--- src/rtl/int_divider_seq_if.sv ---
// Operation and result handshake bundle for int_divider_seq.
// The master side is the reservation station / result consumer; the slave side is the divider.
interface int_divider_seq_if #(
    parameter int W     = 64,
    parameter int TAG_W = 6
);
    logic             in_valid;
    logic             in_ready;
    logic [W-1:0]     in_dividend;
    logic [W-1:0]     in_divisor;
    logic             in_signed;
    logic [TAG_W-1:0] in_tag;
    logic             out_valid;
    logic             out_ready;
    logic [W-1:0]     out_quotient;
    logic [W-1:0]     out_remainder;
    logic [TAG_W-1:0] out_tag;
    logic             out_div_zero;

    modport master (
        output in_valid, in_dividend, in_divisor, in_signed, in_tag, out_ready,
        input  in_ready, out_valid, out_quotient, out_remainder, out_tag, out_div_zero
    );

    modport slave (
        input  in_valid, in_dividend, in_divisor, in_signed, in_tag, out_ready,
        output in_ready, out_valid, out_quotient, out_remainder, out_tag, out_div_zero
    );
endinterface

--- src/rtl/int_divider_seq.sv ---
// Iterative restoring divider, one quotient bit per clock, single operation in flight.
// Define INT_DIV_SIGNED_EN to build signed division (magnitude divide plus a FIX cycle).
//
// state | meaning
// IDLE  | in_ready high, waiting for an operation
// BUSY  | shifting/subtracting, W iterations (1 cycle for a zero divisor)
// FIX   | sign correction of quotient/remainder (signed build only)
// DONE  | out_valid high, result held until out_ready
module int_divider_seq #(
    parameter int W     = 64,
    parameter int TAG_W = 6
) (
    input logic              clk,
    input logic              rst,
    input logic              flush,
    int_divider_seq_if.slave bus
);
    localparam logic [1:0] IDLE = 2'd0;
    localparam logic [1:0] BUSY = 2'd1;
    localparam logic [1:0] FIX  = 2'd2;
    localparam logic [1:0] DONE = 2'd3;

    localparam logic [W-1:0] CNT_LAST = W'(W - 1);

    logic [1:0]       state;
    logic [W-1:0]     cnt;
    logic [W-1:0]     rem;
    logic [W-1:0]     quo;
    logic [W-1:0]     dsr;
    logic [TAG_W-1:0] tag_q;

    logic [W-1:0]     res_quotient;
    logic [W-1:0]     res_remainder;
    logic [TAG_W-1:0] res_tag;
    logic             res_div_zero;

    logic [W:0]       rem_sh;
    logic [W:0]       rem_sub;
    logic [W-1:0]     rem_nx;
    logic [W-1:0]     quo_nx;
    logic [W-1:0]     a_mag;
    logic [W-1:0]     b_mag;
    logic             div_by_zero_in;

`ifdef INT_DIV_SIGNED_EN
    logic a_neg;
    logic b_neg;
    logic neg_q;
    logic neg_r;
`endif

    // The W+1-bit subtraction borrow doubles as the "rem >= divisor" compare.
    always_comb begin
        rem_sh  = {rem, quo[W-1]};
        rem_sub = rem_sh - {1'b0, dsr};
        if (!rem_sub[W]) begin
            rem_nx = rem_sub[W-1:0];
            quo_nx = {quo[W-2:0], 1'b1};
        end else begin
            rem_nx = rem_sh[W-1:0];
            quo_nx = {quo[W-2:0], 1'b0};
        end
    end

    always_comb begin
        div_by_zero_in = (bus.in_divisor == '0);
`ifdef INT_DIV_SIGNED_EN
        a_neg = bus.in_signed & bus.in_dividend[W-1];
        b_neg = bus.in_signed & bus.in_divisor[W-1];
        a_mag = a_neg ? (~bus.in_dividend + W'(1)) : bus.in_dividend;
        b_mag = b_neg ? (~bus.in_divisor + W'(1)) : bus.in_divisor;
`else
        a_mag = bus.in_dividend;
        b_mag = bus.in_divisor;
`endif
        // A zero divisor returns the raw dividend as the remainder.
        if (div_by_zero_in) begin
            a_mag = bus.in_dividend;
        end
    end

    always_ff @(posedge clk) begin
        if (rst) begin
            state         <= IDLE;
            cnt           <= '0;
            rem           <= '0;
            quo           <= '0;
            dsr           <= '0;
            tag_q         <= '0;
            res_quotient  <= '0;
            res_remainder <= '0;
            res_tag       <= '0;
            res_div_zero  <= 1'b0;
`ifdef INT_DIV_SIGNED_EN
            neg_q         <= 1'b0;
            neg_r         <= 1'b0;
`endif
        end else if (flush) begin
            state <= IDLE;
        end else begin
            case (state)
                IDLE: begin
                    if (bus.in_valid) begin
                        quo   <= a_mag;
                        dsr   <= b_mag;
                        rem   <= '0;
                        cnt   <= '0;
                        tag_q <= bus.in_tag;
`ifdef INT_DIV_SIGNED_EN
                        neg_q <= a_neg ^ b_neg;
                        neg_r <= a_neg;
`endif
                        state <= BUSY;
                    end
                end
                BUSY: begin
                    if (dsr == '0) begin
                        res_quotient  <= '1;
                        res_remainder <= quo;
                        res_tag       <= tag_q;
                        res_div_zero  <= 1'b1;
                        state         <= DONE;
                    end else begin
                        rem <= rem_nx;
                        quo <= quo_nx;
                        cnt <= cnt + W'(1);
                        if (cnt == CNT_LAST) begin
`ifdef INT_DIV_SIGNED_EN
                            if (neg_q || neg_r) begin
                                state <= FIX;
                            end else begin
                                res_quotient  <= quo_nx;
                                res_remainder <= rem_nx;
                                res_tag       <= tag_q;
                                res_div_zero  <= 1'b0;
                                state         <= DONE;
                            end
`else
                            res_quotient  <= quo_nx;
                            res_remainder <= rem_nx;
                            res_tag       <= tag_q;
                            res_div_zero  <= 1'b0;
                            state         <= DONE;
`endif
                        end
                    end
                end
`ifdef INT_DIV_SIGNED_EN
                FIX: begin
                    res_quotient  <= neg_q ? (~quo + W'(1)) : quo;
                    res_remainder <= neg_r ? (~rem + W'(1)) : rem;
                    res_tag       <= tag_q;
                    res_div_zero  <= 1'b0;
                    state         <= DONE;
                end
`endif
                DONE: begin
                    if (bus.out_ready) begin
                        state <= IDLE;
                    end
                end
                default: state <= IDLE;
            endcase
        end
    end

    assign bus.in_ready      = (state == IDLE);
    assign bus.out_valid     = (state == DONE);
    assign bus.out_quotient  = res_quotient;
    assign bus.out_remainder = res_remainder;
    assign bus.out_tag       = res_tag;
    assign bus.out_div_zero  = res_div_zero;
endmodule

--- src/flat_wrapper.sv ---
// flat-port wrapper written by rule: the top's interface ports become plain ports
module int_divider_seq_flat 
#(
    parameter int W     = 64,
    parameter int TAG_W = 6
)
  (clk, rst, flush, bus_in_valid, bus_in_dividend, bus_in_divisor, bus_in_signed, bus_in_tag, bus_out_ready, bus_in_ready, bus_out_valid, bus_out_quotient, bus_out_remainder, bus_out_tag, bus_out_div_zero);
  int_divider_seq_if #(.W(W), .TAG_W(TAG_W)) bus_i ();
  input logic clk;
  input logic rst;
  input logic flush;
  input wire logic [$bits(bus_i.in_valid)-1:0] bus_in_valid;
  input wire logic [$bits(bus_i.in_dividend)-1:0] bus_in_dividend;
  input wire logic [$bits(bus_i.in_divisor)-1:0] bus_in_divisor;
  input wire logic [$bits(bus_i.in_signed)-1:0] bus_in_signed;
  input wire logic [$bits(bus_i.in_tag)-1:0] bus_in_tag;
  input wire logic [$bits(bus_i.out_ready)-1:0] bus_out_ready;
  output wire logic [$bits(bus_i.in_ready)-1:0] bus_in_ready;
  output wire logic [$bits(bus_i.out_valid)-1:0] bus_out_valid;
  output wire logic [$bits(bus_i.out_quotient)-1:0] bus_out_quotient;
  output wire logic [$bits(bus_i.out_remainder)-1:0] bus_out_remainder;
  output wire logic [$bits(bus_i.out_tag)-1:0] bus_out_tag;
  output wire logic [$bits(bus_i.out_div_zero)-1:0] bus_out_div_zero;
  assign bus_i.in_valid = bus_in_valid;
  assign bus_i.in_dividend = bus_in_dividend;
  assign bus_i.in_divisor = bus_in_divisor;
  assign bus_i.in_signed = bus_in_signed;
  assign bus_i.in_tag = bus_in_tag;
  assign bus_i.out_ready = bus_out_ready;
  assign bus_in_ready = bus_i.in_ready;
  assign bus_out_valid = bus_i.out_valid;
  assign bus_out_quotient = bus_i.out_quotient;
  assign bus_out_remainder = bus_i.out_remainder;
  assign bus_out_tag = bus_i.out_tag;
  assign bus_out_div_zero = bus_i.out_div_zero;
  int_divider_seq #(.W(W), .TAG_W(TAG_W)) u_core (.clk(clk), .rst(rst), .flush(flush), .bus(bus_i));
endmodule
--- config.mk ---
export PLATFORM = sky130hd
export DESIGN_NAME = int_divider_seq_flat
export DESIGN_NICKNAME = d
export VERILOG_FILES = /design/src/rtl/int_divider_seq_if.sv /design/src/rtl/int_divider_seq.sv /design/src/flat_wrapper.sv
export SDC_FILE = /design/constraint.sdc
export NUM_CORES = 1
export LEC_CHECK = 0
export CELL_PAD_IN_SITES_DETAIL_PLACEMENT = 1
export CELL_PAD_IN_SITES_GLOBAL_PLACEMENT = 1
export CORE_MARGIN = 8
export CORE_UTILIZATION = 41
export CTS_BUF_LIST = sky130_fd_sc_hd__clkbuf_4 sky130_fd_sc_hd__clkbuf_8 sky130_fd_sc_hd__clkbuf_16
export DETAILED_ROUTE_END_ITERATION = 8
export GPL_TIMING_DRIVEN = 0
export PLACE_DENSITY = 0.79
export SYNTH_ARGS = -nofsm -noshare
export SYNTH_HDL_FRONTEND = slang
export SYNTH_SLANG_ARGS = --single-unit
--- constraint.sdc ---
create_clock -name clk -period 4.02 [get_ports clk]
set_clock_uncertainty 0.2 [all_clocks]
set_input_delay 0.603 -clock clk [delete_from_list [all_inputs] [get_ports clk]]
set_output_delay 0.603 -clock clk [all_outputs]
set_load 0.01 [all_outputs]
# Yosys cells after proc, flatten, opt, wreduce, memory -nomap -nowiden
# Cells that the tools add are included.
[word_totals] ff_bits=399 input_bits=140 out_inout_bits=137
[op_classes] add_sub_neg=2 n_eq_ne=7 n_mux=23 n_bitwise=1 reduce_logical=9
[ops] cell="two-way mux 64 bit" n=10
[ops] cell="case mux 64 bit (2 select lines)" n=3
[ops] cell="subtractor 65 x 64 -> 65 bit" n=1
[ops] cell="adder 64 x 1 -> 64 bit, second input constant" n=1
[ops] cell="== test 64 x 6 -> 1 bit, second input constant" n=1
[ops] cell="logical NOT 64 bit" n=1
[ops] cell="two-way mux 6 bit" n=2
[ops] cell="AND reduction 3 bit" n=3
[ops] cell="two-way mux 2 bit" n=4
[ops] cell="!= test 2 bit, second input constant" n=3
[ops] cell="case mux 2 bit (3 select lines)" n=1
[ops] cell="AND reduction 4 bit" n=1
[ops] cell="nonzero test 2 bit" n=2
[ops] cell="two-way mux 1 bit" n=3
[ops] cell="!= test 3 x 1 -> 1 bit, second input constant" n=1
[ops] cell="== test 2 x 1 -> 1 bit, second input constant" n=1
[ops] cell="== test 2 bit, second input constant" n=1
[ops] cell="logical NOT 2 bit" n=1
[ops] cell="OR reduction 2 bit" n=1
[ops] cell="NOT 1 bit" n=1

# Logic depth before layout (Yosys ltp)
[depth] ltp_word=4 ltp_mapped=16 depth_no_buf=14

# Worst setup path before layout
# OpenSTA, ideal clock, no wires.
[synth_timing] path_kind="register to register" start="register u_core.quo[63]" end="register u_core.res_remainder[4] (netlist: u_core.bus.out_remainder[4])" arrival_ns=3.202 required_ns=3.686 slack_ns=0.484 stages_incl_launch_ff=17 n_path_buf=2 period_less_slack_ns=3.536 cell_sequence="dfxtp_1 inv_1 ha_1 fa_1 nand2b_1 a211oi_1 o21bai_1 a211oi_1 o2111ai_1 and2_1 o21ai_2 xnor2_1 clkbuf_1 buf_2 nor2_1 a21oi_1 o22ai_1"
[synth_via] elab_chain_cells=4
[synth_lines] element="from (decl)" line_no="int_divider_seq.sv:28" text="logic [W-1:0] quo;"
[synth_lines] element="from (signal assigned)" line_no="int_divider_seq.sv:104" text="quo <= a_mag;"
[synth_lines] element="from (signal assigned)" line_no="int_divider_seq.sv:125" text="quo <= quo_nx;"
[synth_lines] element="subtractor 65 x 64 -> 65 bit" line_no="int_divider_seq.sv:55" text="rem_sub = rem_sh - {1'b0, dsr};"
[synth_lines] element="two-way mux 64 bit" line_no="int_divider_seq.sv:56" text="if (!rem_sub[W]) begin"
[synth_lines] element="two-way mux 64 bit" line_no="int_divider_seq.sv:127" text="if (cnt == CNT_LAST) begin"
[synth_lines] element="two-way mux 64 bit" line_no="int_divider_seq.sv:117" text="if (dsr == '0) begin"
[synth_lines] element="to (signal assigned)" line_no="int_divider_seq.sv:119" text="res_remainder <= quo;"
[synth_lines] element="to (signal assigned)" line_no="int_divider_seq.sv:140" text="res_remainder <= rem_nx;"
[synth_lines] element="to (decl)" line_no="int_divider_seq.sv:33" text="logic [W-1:0] res_remainder;"
# No other way between the ends. The select of a mux whose other input is x is not followed.
# A chain may end at the register's enable or synchronous reset.

# Worst setup path after layout
[layout_timing] start="register u_core.dsr[10]" end="register u_core.res_remainder[59] (netlist: u_core.bus.out_remainder[59])"
[layout_via] elab_chain_cells=4 elab_cells_between_ends=7
[layout_lines] element="from (decl)" line_no="int_divider_seq.sv:29" text="logic [W-1:0] dsr;"
[layout_lines] element="from (signal assigned)" line_no="int_divider_seq.sv:105" text="dsr <= b_mag;"
[layout_lines] element="subtractor 65 x 64 -> 65 bit" line_no="int_divider_seq.sv:55"
[layout_lines] element="two-way mux 64 bit" line_no="int_divider_seq.sv:56"
[layout_lines] element="two-way mux 64 bit" line_no="int_divider_seq.sv:127"
[layout_lines] element="two-way mux 64 bit" line_no="int_divider_seq.sv:117"
# Several ways; a longest one is shown, not always the timed one. The select of a mux whose other input is x is not followed.

==> impl_metrics.ini <==
[grt]
track_usage_pct = 28.9
grt_overflow = 0
grt_max_degree = 13
antenna_found_initial = 0
grt_pass1_wl_um = 128000
grt_pass1_vias = 21699

[synth]
yosysWarnings = 0
yosysTopAreaCell = dfxtp_1
syn-num-nets = 2779
synth_ff_type = dfxtp_1
syn_area_um2 = 19800
synth_cell_type_count = 69
synth_top_area_share_pct = 40.4
synth.top_cells.by_count = 429 x nand2_1, 399 x dfxtp_1, 276 x nor2_1
synth-async-reset-ratio_pct = 0
ys_seq_area_share_pct = 40.4
netlist_instances = 2573
ys_top_cells_by_area = dfxtp_1 40%, nand2_1 8.1%, a21oi_1 5.5%
yosys.cell_count.top_type = nand2_1
synth_edf_count = 0
synth-seq-cells = 399
syn-mean-instance-area_um2 = 7.69

[drt]
vias_per_cell = 5.87
routed_wirelength_um = 84100
drc_errors = 0
dr.pass1.iters = 5
post_drt_wl_per_cell_um = 23.6
first_iter_violations = 1431
vias = 20938
postRouteAntennaNets = 0

[timing]
setup_viol = 0
fin_tns_setup_ps = 0
finalHoldViolations = 0
finalCriticalPeriod_ps = 3980
max_freq_ghz = 0.251
period_share_pct = 99.0
rsz0062_at_grt = yes
slew_headroom_pct = 28.0
worstMarginPinSlew_ps = 1070
drv_slew = 0

[power_and_ir_drop]
cellLeakagePower_uw = 0.00952
powerDensity_nw_per_um2 = 382
p_int_uw = 7210
netSwitchingFraction_pct = 26.6
combPwrFrac_pct = 12.1
switching_power_uw = 2620
seqPwrFrac_pct = 42.3
power_frac_clock_pct = 45.6
vdd_drop_max_uv = 291

[critical_path]
reg2reg_depth = 13
start_kind = flip-flop
cp.required_ps = 4350
rrSetupSlack_ps = 40
arrival_ps = 4310
end_kind = flip-flop
reg2reg_to = u_core.bus.out_remainder[59]
critPathKind = reg -> reg
path_max_fanout = 5
r2r-start = u_core.dsr[10]

[finish]
area_growth_pct = 29.9
fillers = 5785
stdcell_count = 3564
layout.nets = 3121
diodes = 0
drive_gt1_share_pct = 7.39

[die]
die_y_um = 236
num_rows = 80
fp.coreArea_um2 = 47600
start_util_pct = 41.5
dieArea_um2 = 55600
ios = 277
die_x_um = 236

[clocking]
clk-insertion-delay-late_ps = 600
cts_sinks = 399
root_buffer = clkbuf_16
cts_hold_buffers = 0
path_clk_slew_ps = 60
clk_path_buf_depth = 3
cts_tree = built
numCtsBuffers = 45
htree_levels = 2

[placement]
hpwl_um = 65600
dp.cells = 3463
port-buffer-count = 273
gp_congestion = 0.939

[min_path]
worstHoldStart = u_core.bus.out_tag[5]
min_path_cells = 2
holdCritPathClass = reg -> reg
min_to = u_core.bus.out_tag[5]

[flow_run]
maxCapViolations = 0

[run_status]
outcome = complete, no violations
-- cell type report --
class	count	area (µm²)	area share [%]
multi-input cells	1904	11300	43.8
flip-flops and latches	399	8000	31.1
plain buffers	181	774	3.01
well taps	615	769	2.99
inverters	85	319	1.24
clock inverters	14	221	0.861
repair buffers	299	2980	11.6
clock buffers	67	1380	5.36
-- registers in the layout, indices dropped and copies added, names as in the netlist --
| name | count |
|---|---|
| u_core.bus.out_tag | 6 |
| u_core.tag_q | 6 |
| u_core.state | 2 |
| u_core.bus.out_div_zero | 1 |
| u_core.quo | 64 |
| u_core.cnt | 64 |
| u_core.dsr | 64 |
| u_core.rem | 64 |
| u_core.bus.out_remainder | 64 |
| u_core.bus.out_quotient | 64 |
-- cell usage in the layout (no fill, tap or decap), types with 8 or more instances in the layout --
cell type	instances
clkbuf_1	157
nand4_1	40
nand3_1	34
mux2i_1	11
ha_1	61
clkbuf_16	47
a311oi_1	64
a211oi_1	8
nand2_1	429
o211ai_1	10
dfxtp_1	392
clkbuf_4	14
xnor2_1	45
xor2_1	56
inv_1	85
o21bai_1	19
nor4_1	30
clkdlybuf4s50_1	273
nor2_1	273
a21o_1	31
a21oi_1	189
nor3_1	149
buf_4	23
o21ai_1	30
a21oi_2	28
and3_1	24
a22oi_1	71
or3_1	21
o21ai_0	88
o22ai_1	56
nand2b_1	10
clkbuf_8	11
-- power groups by stage --
stage | registers (µW) | logic, µW | clock network [µW]
after floorplan | 4180 | 654 | 0
after global placement | 4230 | 1040 | 0
after detailed placement | 4240 | 1070 | 0
after CTS | 4150 | 1120 | 4520
after global routing | 4160 | 1290 | 4690
final | 4150 | 1190 | 4480
-- logic make-up after synthesis --
logic type / synth area share [%]
AO/OA/AOI/OAI: 21.3
multiplexers: 1.01
flip-flops: 40.4
adder cells (fa/ha/maj): 4.21
XOR/XNOR: 4.60
buffers and inverters: 5.19
AND/OR/NAND/NOR: 23.3
-- stage by stage --
step / hold WS [ps] / instance area [µm²] / utilization, % / power, µW / setup WS (ps)
after floorplan: 232 / 19800 / - / 4840 / 484
after global placement: 251 / 23300 / 48.9 / 5270 / -1480
after detailed placement: 260 / 23300 / 48.9 / 5300 / -1010
after CTS: 269 / 25300 / 53.2 / 9790 / 24.1
after global routing: 294 / 25700 / 54.0 / 10100 / -79.3
final: 265 / 25700 / 54.0 / 9830 / 40.3
-- per-layer routing --
layer	global-route usage [%]	up-vias	wire length, µm
met3	5.10	137	4840
met5	0	-	0
li1	-	9773	-
met2	48.9	671	39700
met4	9.38	0	2880
met1	36.9	10357	36700
-- worst max-delay path, stage by stage, from the launching register on --
cell and delay, ps:
dfxtp_1 460, inv_1 80, ha_1 390, nand2_1 160, nor2_1 220, a21oi_1 100
o31a_1 180, o41ai_4 490, a21oi_4 160, o21a_1 270, o211a_1 260, o31a_1 360
or4_1 490, nand3_1 90
-- what timing repair did --
item / 4_1_cts / 5_1_grt
hold endpoints to repair: 0 / 0
cloned: 0 / 1
buffers inserted: 11 / 12
pin swaps: 10 / 16
resized for setup: 81 / 60
setup endpoints to repair: 272 / 205
-- how the worst max path moves through the flow --
stage / slack (ps) / depth (start not counted) / start / to
after floorplan: 480 / 16 / u_core.quo[63] / u_core.bus.out_remainder[4]
after global placement: -1480 / 6 / bus_in_valid / u_core.cnt[47]
after detailed placement: -1010 / 16 / u_core.quo[63] / u_core.bus.out_remainder[40]
after CTS: 20 / 10 / u_core.dsr[23] / u_core.bus.out_remainder[40]
final: 40 / 13 / u_core.dsr[10] / u_core.bus.out_remainder[59]
after global routing: -80 / 11 / u_core.cnt[0] / u_core.bus.out_quotient[1]
(Power assumes the default switching activity.)
